## src/rtl/if_fetch_unit.sv

```systemverilog
// Instruction fetch: PC, single-outstanding imem reads, small instruction queue.
// Optional IF_PERF_CNT_EN adds stall/flush/drop performance counters.
module if_fetch_unit #(
    parameter logic [31:0] RESET_PC = 32'h0000_0000,
    parameter int          QDEPTH   = 2,
    parameter logic [31:0] NOP_INST = 32'h0000_0000
) (
    input  logic        clk,
    input  logic        rst_n,
    input  logic        stall,
    input  logic        redirect,
    input  logic [31:0] redirect_pc4,
    input  logic [15:0] redirect_imm16,
    output logic        imem_req,
    output logic [31:0] imem_addr,
    input  logic        imem_ack,
    input  logic [31:0] imem_rdata,
    output logic        if_valid,
    output logic [31:0] if_inst,
    output logic [31:0] if_pc4
`ifdef IF_PERF_CNT_EN
    ,
    output logic [31:0] perf_stall_cyc,
    output logic [31:0] perf_flush_cnt,
    output logic [31:0] perf_drop_cnt
`endif
);

    localparam int PW = $clog2(QDEPTH);
    localparam int CW = PW + 1;
    localparam logic [CW-1:0] QD = CW'(QDEPTH);

    typedef enum logic [1:0] {IDLE, WAIT, DROP} state_t;

    state_t        state, state_nxt;
    logic [31:0]   pc, pc_nxt, drop_addr, target, addr_raw;
    logic [31:0]   inst_q [QDEPTH];
    logic [31:0]   pc4_q  [QDEPTH];
    logic [PW-1:0] head, tail;
    logic [CW-1:0] count, count_nxt;
    logic          push, pop, drop_ack;

    assign target   = redirect_pc4
                    + {{14{redirect_imm16[15]}}, redirect_imm16, 2'b00};
    assign addr_raw = (state == DROP) ? drop_addr : pc;
    assign imem_addr = addr_raw & 32'hFFFF_FFFC;
    assign imem_req  = (state == WAIT) || (state == DROP);

    assign if_valid = (count != '0);
    assign if_inst  = if_valid ? inst_q[head] : NOP_INST;
    assign if_pc4   = if_valid ? pc4_q[head]  : 32'h0;

    assign push = (state == WAIT) && imem_ack && !redirect;
    assign pop  = if_valid && !stall && !redirect;
    assign count_nxt = redirect ? '0
                     : count + CW'(push) - CW'(pop);

    always_comb begin
        state_nxt = state;
        pc_nxt    = pc;
        drop_ack  = 1'b0;
        unique case (state)
            IDLE: begin
                if (redirect)
                    pc_nxt = target;
                else if (count < QD)
                    state_nxt = WAIT;
            end
            WAIT: begin
                if (redirect) begin
                    pc_nxt    = target;
                    drop_ack  = imem_ack;
                    state_nxt = imem_ack ? IDLE : DROP;
                end else if (imem_ack) begin
                    pc_nxt    = pc + 32'd4;
                    state_nxt = (count_nxt < QD) ? WAIT : IDLE;
                end
            end
            DROP: begin
                if (redirect)
                    pc_nxt = target;
                if (imem_ack) begin
                    drop_ack  = 1'b1;
                    state_nxt = redirect ? IDLE : WAIT;
                end
            end
            default: state_nxt = IDLE;
        endcase
    end

    // Writes follow the pipeline registers, which update on the falling edge
    always_ff @(negedge clk) begin
        if (!rst_n) begin
            state     <= IDLE;
            pc        <= RESET_PC;
            drop_addr <= RESET_PC;
            count     <= '0;
            head      <= '0;
            tail      <= '0;
        end else begin
            state <= state_nxt;
            pc    <= pc_nxt;
            count <= count_nxt;
            if (state == WAIT && redirect && !imem_ack)
                drop_addr <= pc;
            if (redirect) begin
                head <= '0;
                tail <= '0;
            end else begin
                if (push) tail <= tail + PW'(1);
                if (pop)  head <= head + PW'(1);
            end
        end
    end

    always_ff @(negedge clk) begin
        if (push) begin
            inst_q[tail] <= imem_rdata;
            pc4_q[tail]  <= imem_addr + 32'd4;
        end
    end

`ifdef IF_PERF_CNT_EN
    always_ff @(negedge clk) begin
        if (!rst_n) begin
            perf_stall_cyc <= '0;
            perf_flush_cnt <= '0;
            perf_drop_cnt  <= '0;
        end else begin
            if (stall && if_valid && perf_stall_cyc != '1)
                perf_stall_cyc <= perf_stall_cyc + 32'd1;
            if (redirect && perf_flush_cnt != '1)
                perf_flush_cnt <= perf_flush_cnt + 32'd1;
            if (drop_ack && perf_drop_cnt != '1)
                perf_drop_cnt <= perf_drop_cnt + 32'd1;
        end
    end
`endif

endmodule
```

## config.mk

```make
export PLATFORM = sky130hd
export DESIGN_NAME = if_fetch_unit
export DESIGN_NICKNAME = d
export VERILOG_FILES = /design/src/rtl/if_fetch_unit.sv
export SDC_FILE = /design/constraint.sdc
export NUM_CORES = 1
export LEC_CHECK = 0
export BUFFER_PORTS_ARGS = -buffer_cell sky130_fd_sc_hd__buf_2
export CAP_MARGIN = 20
export CORE_ASPECT_RATIO = 1.75
export CORE_UTILIZATION = 61
export CTS_CLUSTER_SIZE = 20
export DETAILED_ROUTE_END_ITERATION = 7
export HOLD_SLACK_MARGIN = 0.05
export PLACE_DENSITY = 0.86
export SETUP_SLACK_MARGIN = 0.5
export SYNTH_ARGS = -nofsm -noshare
export SYNTH_HDL_FRONTEND = slang
export SYNTH_SLANG_ARGS = --single-unit
```

## constraint.sdc

```tcl
create_clock -name clk -period 6.9 [get_ports clk]
set_input_delay 0.69 -clock clk [delete_from_list [all_inputs] [get_ports clk]]
set_output_delay 0.69 -clock clk [all_outputs]
set_load 0.05 [all_outputs]
```

==> results of run 1 <==
routing by layer:
metal  GRT usage  wire length, um
met5           0                0
met4      0.2029             1060
met3     0.07086             1255
met2      0.5053            13700
met1      0.2692             9367
cells by family after synthesis:
family	after synthesis
adders and majority gates	38
xor gates and xnor gates	52
buffers and inverters	89
AOI/OAI and AO/OA	247
and+or+nand+nor	359
other	1
DFF	191
muxes	92
sequential cells by signal, summed over array words and instances, names as in the netlist, named ones only:
name	count
count	2
drop_addr	30
head	1
inst_q	64
pc	30
pc4_q	60
state	2
tail	1
synthesized netlist by cell type (all sizes together) (2+ instances only):
master,n,area share
nand2,131,0.046
edfxtp,124,0.35
nor2,116,0.041
a21oi,79,0.038
mux2i,74,0.070
dfxtp,67,0.13
o21ai,58,0.028
clkbuf,37,0.014
ha,37,0.044
nand3,37,0.017
xnor2,37,0.031
a21boi,34,0.024
buf,27,0.017
inv,24,0.0085
mux2,18,0.019
a21o,15,0.011
xor2,15,0.012
nor3,14,0.0071
nand4,12,0.0071
nor2b,8,0.0047
o21a,8,0.0058
and3,7,0.0041
o211ai,7,0.0050
o221ai,7,0.0058
a211oi,5,0.0045
a31oi,5,0.0035
and4,5,0.0043
nand2b,5,0.0032
nor4,5,0.0044
and2,4,0.0024
o211a,4,0.0038
o22ai,4,0.0024
nor3b,3,0.0021
o2111ai,3,0.0047
or3,3,0.0018
a2111oi,2,0.0022
a211o,2,0.0017
a22oi,2,0.0014
a41oi,2,0.0017
nand3b,2,0.0014
o21bai,2,0.0014
o31ai,2,0.0014
or4,2,0.0014
worst min-delay path, cell delays in order (launching register included):
cell	delay, ns
dfxtp_1	0.30
nand2_1	0.04
a21boi_0	0.06
power by group through the flow:
| stage | logic, mW | clock network [mW] | registers, mW |
|---|---|---|---|
| 2_1_floorplan | 0.494 | 0.166 | 1.34 |
| 3_3_place_gp | 0.616 | 0.166 | 1.36 |
| 3_5_place_dp | 0.628 | 0.166 | 1.36 |
| 4_1_cts | 0.638 | 1.45 | 1.35 |
| 5_1_grt | 0.696 | 1.57 | 1.35 |
| 6_report | 0.645 | 1.42 | 1.35 |
through the flow:
step / utilization / instance area, um2 / instances / setup slack (ns) / power (mW)
global route: 0.7683 / 13020 / 1657 / 0.5338 / 3.625
detailed placement: 0.6869 / 11640 / 1430 / 0.07431 / 2.155
CTS: 0.7655 / 12970 / 1653 / 0.5419 / 3.432
global placement: 0.6869 / 11640 / 1430 / 0.1018 / 2.140
floorplan: - / 10620 / 1072 / 0.5223 / 1.998
finish: 0.7683 / 13020 / 1657 / 0.5815 / 3.419
area by class of cell:
| cell class | instances | area share |
|---|---|---|
| multi-input cells | 792 | 0.3981 |
| flip-flops and latches | 191 | 0.3893 |
| repair buffers | 201 | 0.08409 |
| clock inverters | 206 | 0.06736 |
| clock buffers | 17 | 0.03267 |
| well taps | 227 | 0.02181 |
| inverters | 23 | 0.006631 |
final timing paths:
kind	cells past startpoint	startpoint	end	slack (ns)
worst max register to register	12	state[0]	pc4_q[0][24]	3.54
worst min register to register	2	drop_addr[26]	drop_addr[26]	0.46
worst max-delay path	11	redirect_pc4[2]	pc[28]	0.58
worst min-delay path	2	drop_addr[26]	drop_addr[26]	0.46
repair_timing:
item | CTS | global route
setup buffers | 1 | 4
gates resized for setup | 6 | 4
pin swaps | 0 | 2
setup endpoints to repair | 21 | 12
gates cloned | 0 | 0
==> flow_metrics.py, run 1 <==
metrics = {
    "run_status": {
        "status": "completed",
    },
    "place": {
        "place_congestion": 0.9150,
        "io_buffers": 176,
        "dpl.hpwl_um": 17200,
    },
    "setup_path": {
        "cp_top_family": "compound AO/OA/AOI/OAI gates",
        "critPathKind": "primary input to flop",
        "crit_slowest_cell": "or4_1",
        "max_stage_delay_ns": 0.51,
        "end_kind": "flop",
        "cp_max_fo": 5,
        "cp.arrival_ns": 3.26,
        "cp.buffers_inverters": 1,
        "crit_chain": "buf_2 > ha_1 > fa_1 > a21oi_1 > nor2_1 > o211ai_1 > o21ai_2 > o2111ai_4 > a2111oi_2 > or4_1 > nand3_1",
        "cp-start-kind": "primary input",
        "worstPathRequired_ns": 3.85,
    },
    "cells_and_area": {
        "multi_input_area_mm2": 0.005184,
        "layout.nets": 1540,
        "final_common_cell": "inv_1",
        "regArea_mm2": 0.005069,
        "syn_to_final_growth_pct": 22.87,
        "final_cell_mix": "inv_1, buf_2, nand2_1",
        "n_antenna_cell": 0,
        "layout-drive-gt1-share": 0.1951,
        "n_fill_cell": 1171,
    },
    "grt": {
        "grt_use_total": 0.2807,
        "grt_pass1_vias": 9200,
        "grt_max_degree": 53,
        "grt-ovfl-total": 0,
        "antenna_found_initial": 0,
        "grt_first_pass_wirelength_um": 39400,
    },
    "yosys": {
        "ys_ff_latch": 191,
        "synth_xor_xnor_area_share": 0.04298,
        "ys_seq_area_frac": 0.4780,
        "synth.cell_area_mm2": 0.01060,
        "synth_ff_type": "edfxtp_1",
        "synth_simple_gate_area_frac": 0.1529,
        "synth_edf_count": 124,
        "synth_top_family_by_area": "simple AND/OR/NAND/NOR gates",
        "synth-compound-area-share": 0.1510,
        "yosysUniqueCellTypes": 79,
        "syn-instance-count": 1069,
        "synth_mux_area_frac": 0.08903,
        "ys_async_sr_fraction": 0,
        "avgSynthCellArea_um2": 9.912,
        "ys_warn_count": 0,
        "synth_adder_area_share": 0.04558,
    },
    "sta": {
        "finalSetupTns_ns": 0,
        "rsz0062_at_grt": "no",
        "slew_violations": 0,
        "finalHoldViolCount": 0,
        "whs_ns": 0.4619,
        "worst_clock_skew_ns": 0.02946,
        "worst_slew_pin_slew_ns": 0.9442,
        "slew_headroom": 0.3682,
        "setup_viol": 0,
    },
    "detailed_routing": {
        "vias": 9272,
        "ant_nets": 0,
        "firstDrtPassIters": 5,
        "drt-total-wl_um": 25380,
        "vias_per_cell": 5.596,
        "routedWlPerCell_um": 15.32,
        "drc": 0,
        "drt_iter0_markers": 618,
    },
    "die": {
        "die_x_um": 101.6,
        "start_util": 0.6252,
        "ios": 183,
        "die_area_mm2": 0.01792,
        "die_h_um": 176.4,
        "core_mm2": 0.01695,
        "placementRows": 63,
    },
    "clock_tree": {
        "htree_levels": 4,
        "path_clk_slew_ns": 0.04,
        "cts_tree": "built",
        "numCtsBuffers": 17,
        "clk_latency_ns": 0.47,
        "cts_root_buf": "clkbuf_16",
        "holdBufCountCts": 0,
        "clk_path_buf_depth": 2,
        "clock-sinks": 191,
    },
    "pwr": {
        "p_per_area_mw_per_mm2": 262.6,
        "combPwrFrac": 0.189,
        "internal_power_mw": 2.167,
        "p_switching_mw": 1.252,
        "power.leakage_nw": 5.790,
        "clkPwrFrac": 0.416,
        "p_sw_frac": 0.3661,
        "pwr-share-seq": 0.395,
        "ir_worst_vdd_mv": 0.1485,
    },
    "min_path": {
        "hold_path_class": "flop to flop",
    },
    "run": {
        "max-cap-violations": 0,
    },
}
No activity file was read; power rests on OpenSTA's default activity.
==> run 2, diff against run 1 <==
- PLACE_DENSITY: 0.86 -> not set
- PLACE_DENSITY_LB_ADDON: not set -> 0.15
==> run 2 against run 1 <==
- flip-flop and latch count unchanged
- register-to-register slack gained 0.10 ns
- core utilization decreased by 0.30 points
- largest power group unchanged
- sequential power barely moved
- critical path depth down 5
==> flow_metrics.py, run 2 (same netlist as run 1, synthesis figures left out) <==
metrics = {
    "run_status": {
        "status": "completed",
    },
    "sta": {
        "worst_clock_skew_ns": 0.01816,
        "whs_ns": 0.4610,
        "slew_violations": 0,
        "setup_viol": 0,
        "finalHoldViolCount": 0,
        "finalSetupTns_ns": 0,
        "rsz0062_at_grt": "yes",
        "worst_slew_pin_slew_ns": 0.8731,
        "slew_headroom": 0.4158,
    },
    "cells_and_area": {
        "largest-register": "inst_q",
        "n_antenna_cell": 0,
        "final_cell_mix": "inv_1, buf_2, nand2_1",
        "layout.cells.non_filler": 1650,
        "n_fill_cell": 1224,
        "final_common_cell": "inv_1",
        "top_regs": "inst_q (64), pc4_q (60)",
        "largest_reg_flops": 64,
        "fin_util": 0.7653,
        "layout-drive-gt1-share": 0.1918,
        "layout.nets": 1534,
        "syn_to_final_growth_pct": 22.40,
    },
    "min_path": {
        "hp-start": "drop_addr[19]",
        "hold_path_class": "flop to flop",
    },
    "grt": {
        "grt_use_total": 0.2735,
        "grt_max_degree": 63,
        "grt_pass1_vias": 8995,
        "grt_first_pass_wirelength_um": 38760,
        "antenna_found_initial": 0,
        "grt-ovfl-total": 0,
    },
    "detailed_routing": {
        "drt_iter0_markers": 389,
        "firstDrtPassIters": 5,
        "vias_per_cell": 5.502,
        "routedWlPerCell_um": 14.91,
        "ant_nets": 0,
        "drc": 0,
        "vias": 9079,
        "drt-total-wl_um": 24600,
    },
    "clock_tree": {
        "numCtsBuffers": 17,
        "clock-sinks": 191,
        "cts_tree": "built",
        "cts_root_buf": "clkbuf_16",
        "clk_latency_ns": 0.47,
        "htree_levels": 4,
        "path_clk_slew_ns": 0.03,
        "clk_path_buf_depth": 2,
    },
    "setup_path": {
        "crit_slowest_cell": "dfxtp_1",
        "cp_max_fo": 13,
        "worstPathRequired_ns": 6.21,
        "crit_top_cell": "inv_1",
        "end_kind": "primary output",
        "startpoint": "state[0]",
        "critPathKind": "flop to primary output",
        "reg2reg_from": "state[0]",
        "cp.arrival_ns": 5.63,
        "max_stage_delay_ns": 0.37,
        "crit_chain": "inv_1 > ha_4 > buf_4 > mux2i_2 > inv_1 > buf_2",
        "cp-start-kind": "flop",
    },
    "pwr": {
        "p_total_mw": 3.390,
        "ir_worst_vdd_mv": 0.1462,
        "p_per_area_mw_per_mm2": 261.4,
        "power.leakage_nw": 5.752,
    },
    "die": {
        "start_util": 0.6252,
        "ios": 183,
        "die_h_um": 176.4,
        "core_mm2": 0.01695,
        "placementRows": 63,
        "die_area_mm2": 0.01792,
        "die_x_um": 101.6,
    },
    "run": {
        "max-cap-violations": 0,
    },
    "place": {
        "io_buffers": 176,
        "placed_cells": 1429,
        "dpl.hpwl_um": 16620,
        "place_congestion": 0.9425,
    },
}
==> run 2: changes by cell type in the layout (fill, tap and decap cells not counted), sizes merged <==
cell,delta
inv,-2
buf,-7
bufinv,+1
clkbuf,+1
clkinvlp,+2
clkinv,-2
==> run 2: layout make-up <==
class | instances | area [um2] | area share
multi-input combinational | 792 | 5210 | 0.4017
sequential | 191 | 5069 | 0.3908
timing repair buffer | 195 | 1039 | 0.08007
clock inverter | 205 | 857.1 | 0.06608
clock buffer | 17 | 425.4 | 0.03280
tap | 227 | 284.0 | 0.02190
inverter | 23 | 86.33 | 0.006656
==> run 2: path summary, 6_finish.rpt <==
kind,cells past startpoint,to,slack (ns)
setup / recovery,6,imem_addr[23],0.58
hold / removal,2,drop_addr[19],0.46
setup reg to reg,12,pc4_q[0][30],3.64
hold reg to reg,2,drop_addr[19],0.46
==> run 2: critical path, delay by kind of cell, from the launching register on <==
family                   cells  cell delay (ns)
buffers and inverters        4             0.78
adder cells (fa/ha/maj)      1             0.26
flip-flops                   1             0.37
multiplexers                 1             0.32
==> run 2: routing by layer <==
metal | up-vias | wire (um) | GRT usage
li1 | 4532 | - | -
met1 | 4198 | 9231 | 0.2706
met2 | 288 | 13350 | 0.4910
met3 | 61 | 1192 | 0.06770
met4 | 0 | 822 | 0.1836
met5 | - | 0 | 0
==> run 2: where the power goes <==
group	total [mW]	switching, mW	internal (mW)
registers	1.35	0.0592	1.29
clock network	1.40	0.720	0.680
logic	0.640	0.422	0.217
==> run 2: metrics by stage <==
step | cell area (um2) | worst slack (ns)
after CTS | 12910 | 0.5345
after global routing | 12970 | 0.4398
after global placement | 11620 | 0.1215
final | 12970 | 0.5814
after detailed placement | 11620 | 0.1271
after floorplan | 10620 | 0.5223
==> run 2: timing repair <==
item,CTS,global route
endpoints found under the setup margin,4,11
resized for setup,1,14
pin swaps,0,2
setup buffers,0,0
hold buffers,0,0
==> run 3, diff against run 2 <==
- CORE_UTILIZATION: 61 -> 63
- CTS_BUF_LIST: not set -> sky130_fd_sc_hd__clkbuf_8
- clock period: 6.9 -> 7.27 ns (I/O delays scaled with it)
==> run 3 against run 2 <==
- cell count decreased by 0.30%
- wire length is 0.46% lower
- via count grew 0.33%
- total power decreased by 11%
- critical path type unchanged
- critical endpoint is now imem_addr[10]
- largest cell class unchanged
==> flow_metrics.py, run 3 (same netlist as run 1, synthesis figures left out) <==
metrics = {
    "detailed_routing": {
        "ant_nets": 0,
        "drt-total-wl_um": 24480,
        "vias": 9109,
        "firstDrtPassIters": 7,
        "drc": 0,
        "drt_iter0_markers": 452,
        "routedWlPerCell_um": 14.88,
        "vias_per_cell": 5.537,
    },
    "grt": {
        "grt_use_total": 0.2828,
        "antenna_found_initial": 0,
        "grt-ovfl-total": 0,
        "grt_first_pass_wirelength_um": 39100,
        "grt_pass1_vias": 9035,
        "grt_max_degree": 47,
    },
    "cells_and_area": {
        "top_regs": "inst_q (64), pc4_q (60)",
        "n_antenna_cell": 0,
        "final_cell_mix": "inv_1, buf_2, nand2_1",
        "final_common_cell": "inv_1",
        "largest-register": "inst_q",
        "syn_to_final_growth_pct": 20.26,
        "largest_reg_flops": 64,
        "layout.cells.non_filler": 1645,
        "layout.nets": 1531,
        "layout-drive-gt1-share": 0.1872,
    },
    "clock_tree": {
        "path_clk_slew_ns": 0.04,
        "cts_root_buf": "clkbuf_8",
        "ctsResizeCount": 1,
        "htree_levels": 4,
        "clk_latency_ns": 0.51,
        "holdBufCountCts": 0,
        "clock-sinks": 191,
        "cts_tree": "built",
        "cts_setup_buffers": 0,
        "clk_path_buf_depth": 2,
        "numCtsBuffers": 17,
    },
    "sta": {
        "fin_ws_ns": 0.5926,
        "finalSetupTns_ns": 0,
        "setup_viol": 0,
        "whs_ns": 0.4610,
        "finalHoldViolCount": 0,
        "worst_slew_pin_slew_ns": 0.8907,
        "rsz0062_at_grt": "yes",
        "slew_headroom": 0.4040,
        "worst_clock_skew_ns": 0.03325,
        "slew_violations": 0,
    },
    "setup_path": {
        "rr_worst_depth": 11,
        "worstPathRequired_ns": 6.54,
        "cp.arrival_ns": 5.95,
        "reg2reg_from": "state[1]",
        "critPathKind": "flop to primary output",
        "cp-start-kind": "flop",
        "cp_max_fo": 26,
        "ff2ff_setup_slack_ns": 3.91,
        "reg2reg_to": "pc4_q[1][30]",
        "end_kind": "primary output",
    },
    "run_status": {
        "status": "completed",
    },
    "min_path": {
        "min_to": "drop_addr[20]",
        "whs_path_depth": 2,
        "hold_path_class": "flop to flop",
        "hp-start": "drop_addr[20]",
    },
    "place": {
        "io_buffers": 176,
        "placed_cells": 1423,
        "dpl.hpwl_um": 16760,
        "place_congestion": 0.9502,
        "pre_cts_slack_ns": 0.2214,
    },
    "pwr": {
        "p_per_area_mw_per_mm2": 235.6,
        "power.leakage_nw": 5.643,
        "ir_worst_vdd_mv": 0.1221,
    },
    "die": {
        "core_mm2": 0.01645,
        "start_util": 0.6443,
        "die_area_mm2": 0.01736,
        "placementRows": 62,
        "die_h_um": 173.6,
        "die_x_um": 100.0,
        "ios": 183,
    },
    "run": {
        "max-cap-violations": 0,
    },
}
[run 3: cell types whose count changed in the layout (fill, tap and decap cells not counted), moves of 4 or more]
cell       before  now
buf_4          18   12
clkbuf_16      17    0
clkbuf_8        0   17
inv_8           2    6
mux2i_1        66   72
mux2i_2         6    2
[run 3: worst max path at each step]
stage	startpoint	to	cells past startpoint
4_1_cts	state[1]	imem_addr[10]	5
5_1_grt	redirect_pc4[2]	pc[26]	11
3_3_place_gp	redirect_pc4[2]	pc[26]	11
2_1_floorplan	redirect	inst_q[0][0]	3
3_5_place_dp	redirect_pc4[2]	pc[26]	11
6_report	state[1]	imem_addr[10]	5
[run 3: cell type report]
type	count	area [um2]
sequential	191	5069
clock buffer	17	234.0
tap	224	280.3
timing repair buffer	192	1033
multi-input combinational	792	5151
clock inverter	206	889.6
inverter	23	86.33
fill	1182	3702
[run 3: worst max-delay path: stages (launching register included)]
cell	delay, ns
dfxtp_1	0.44
ha_2	0.40
buf_6	0.28
mux2i_1	0.35
inv_1	0.12
buf_2	0.23
[run 3: power breakdown]
group	switching [mW]	leakage, nW	internal [mW]	total (mW)
Sequential	0.0548	1.68	1.22	1.28
Combinational	0.399	2.74	0.201	0.600
Clock	0.722	1.22	0.404	1.13
[run 3: layer usage]
| layer | wire [um] | track usage |
|---|---|---|
| met5 | 0 | 0 |
| met4 | 746 | 0.1775 |
| met3 | 1063 | 0.07540 |
| met2 | 13410 | 0.5181 |
| met1 | 9262 | 0.2736 |
[run 3: per-stage QoR]
| step | cell area (um2) | total power [mW] | util |
|---|---|---|---|
| final | 12740 | 3.003 | 0.7749 |
| after global routing | 12740 | 3.196 | 0.7749 |
| after CTS | 12730 | 3.032 | 0.7741 |
| after detailed placement | 11610 | 2.041 | 0.7058 |
| after global placement | 11610 | 2.028 | 0.7058 |
| after floorplan | 10610 | 1.896 | - |
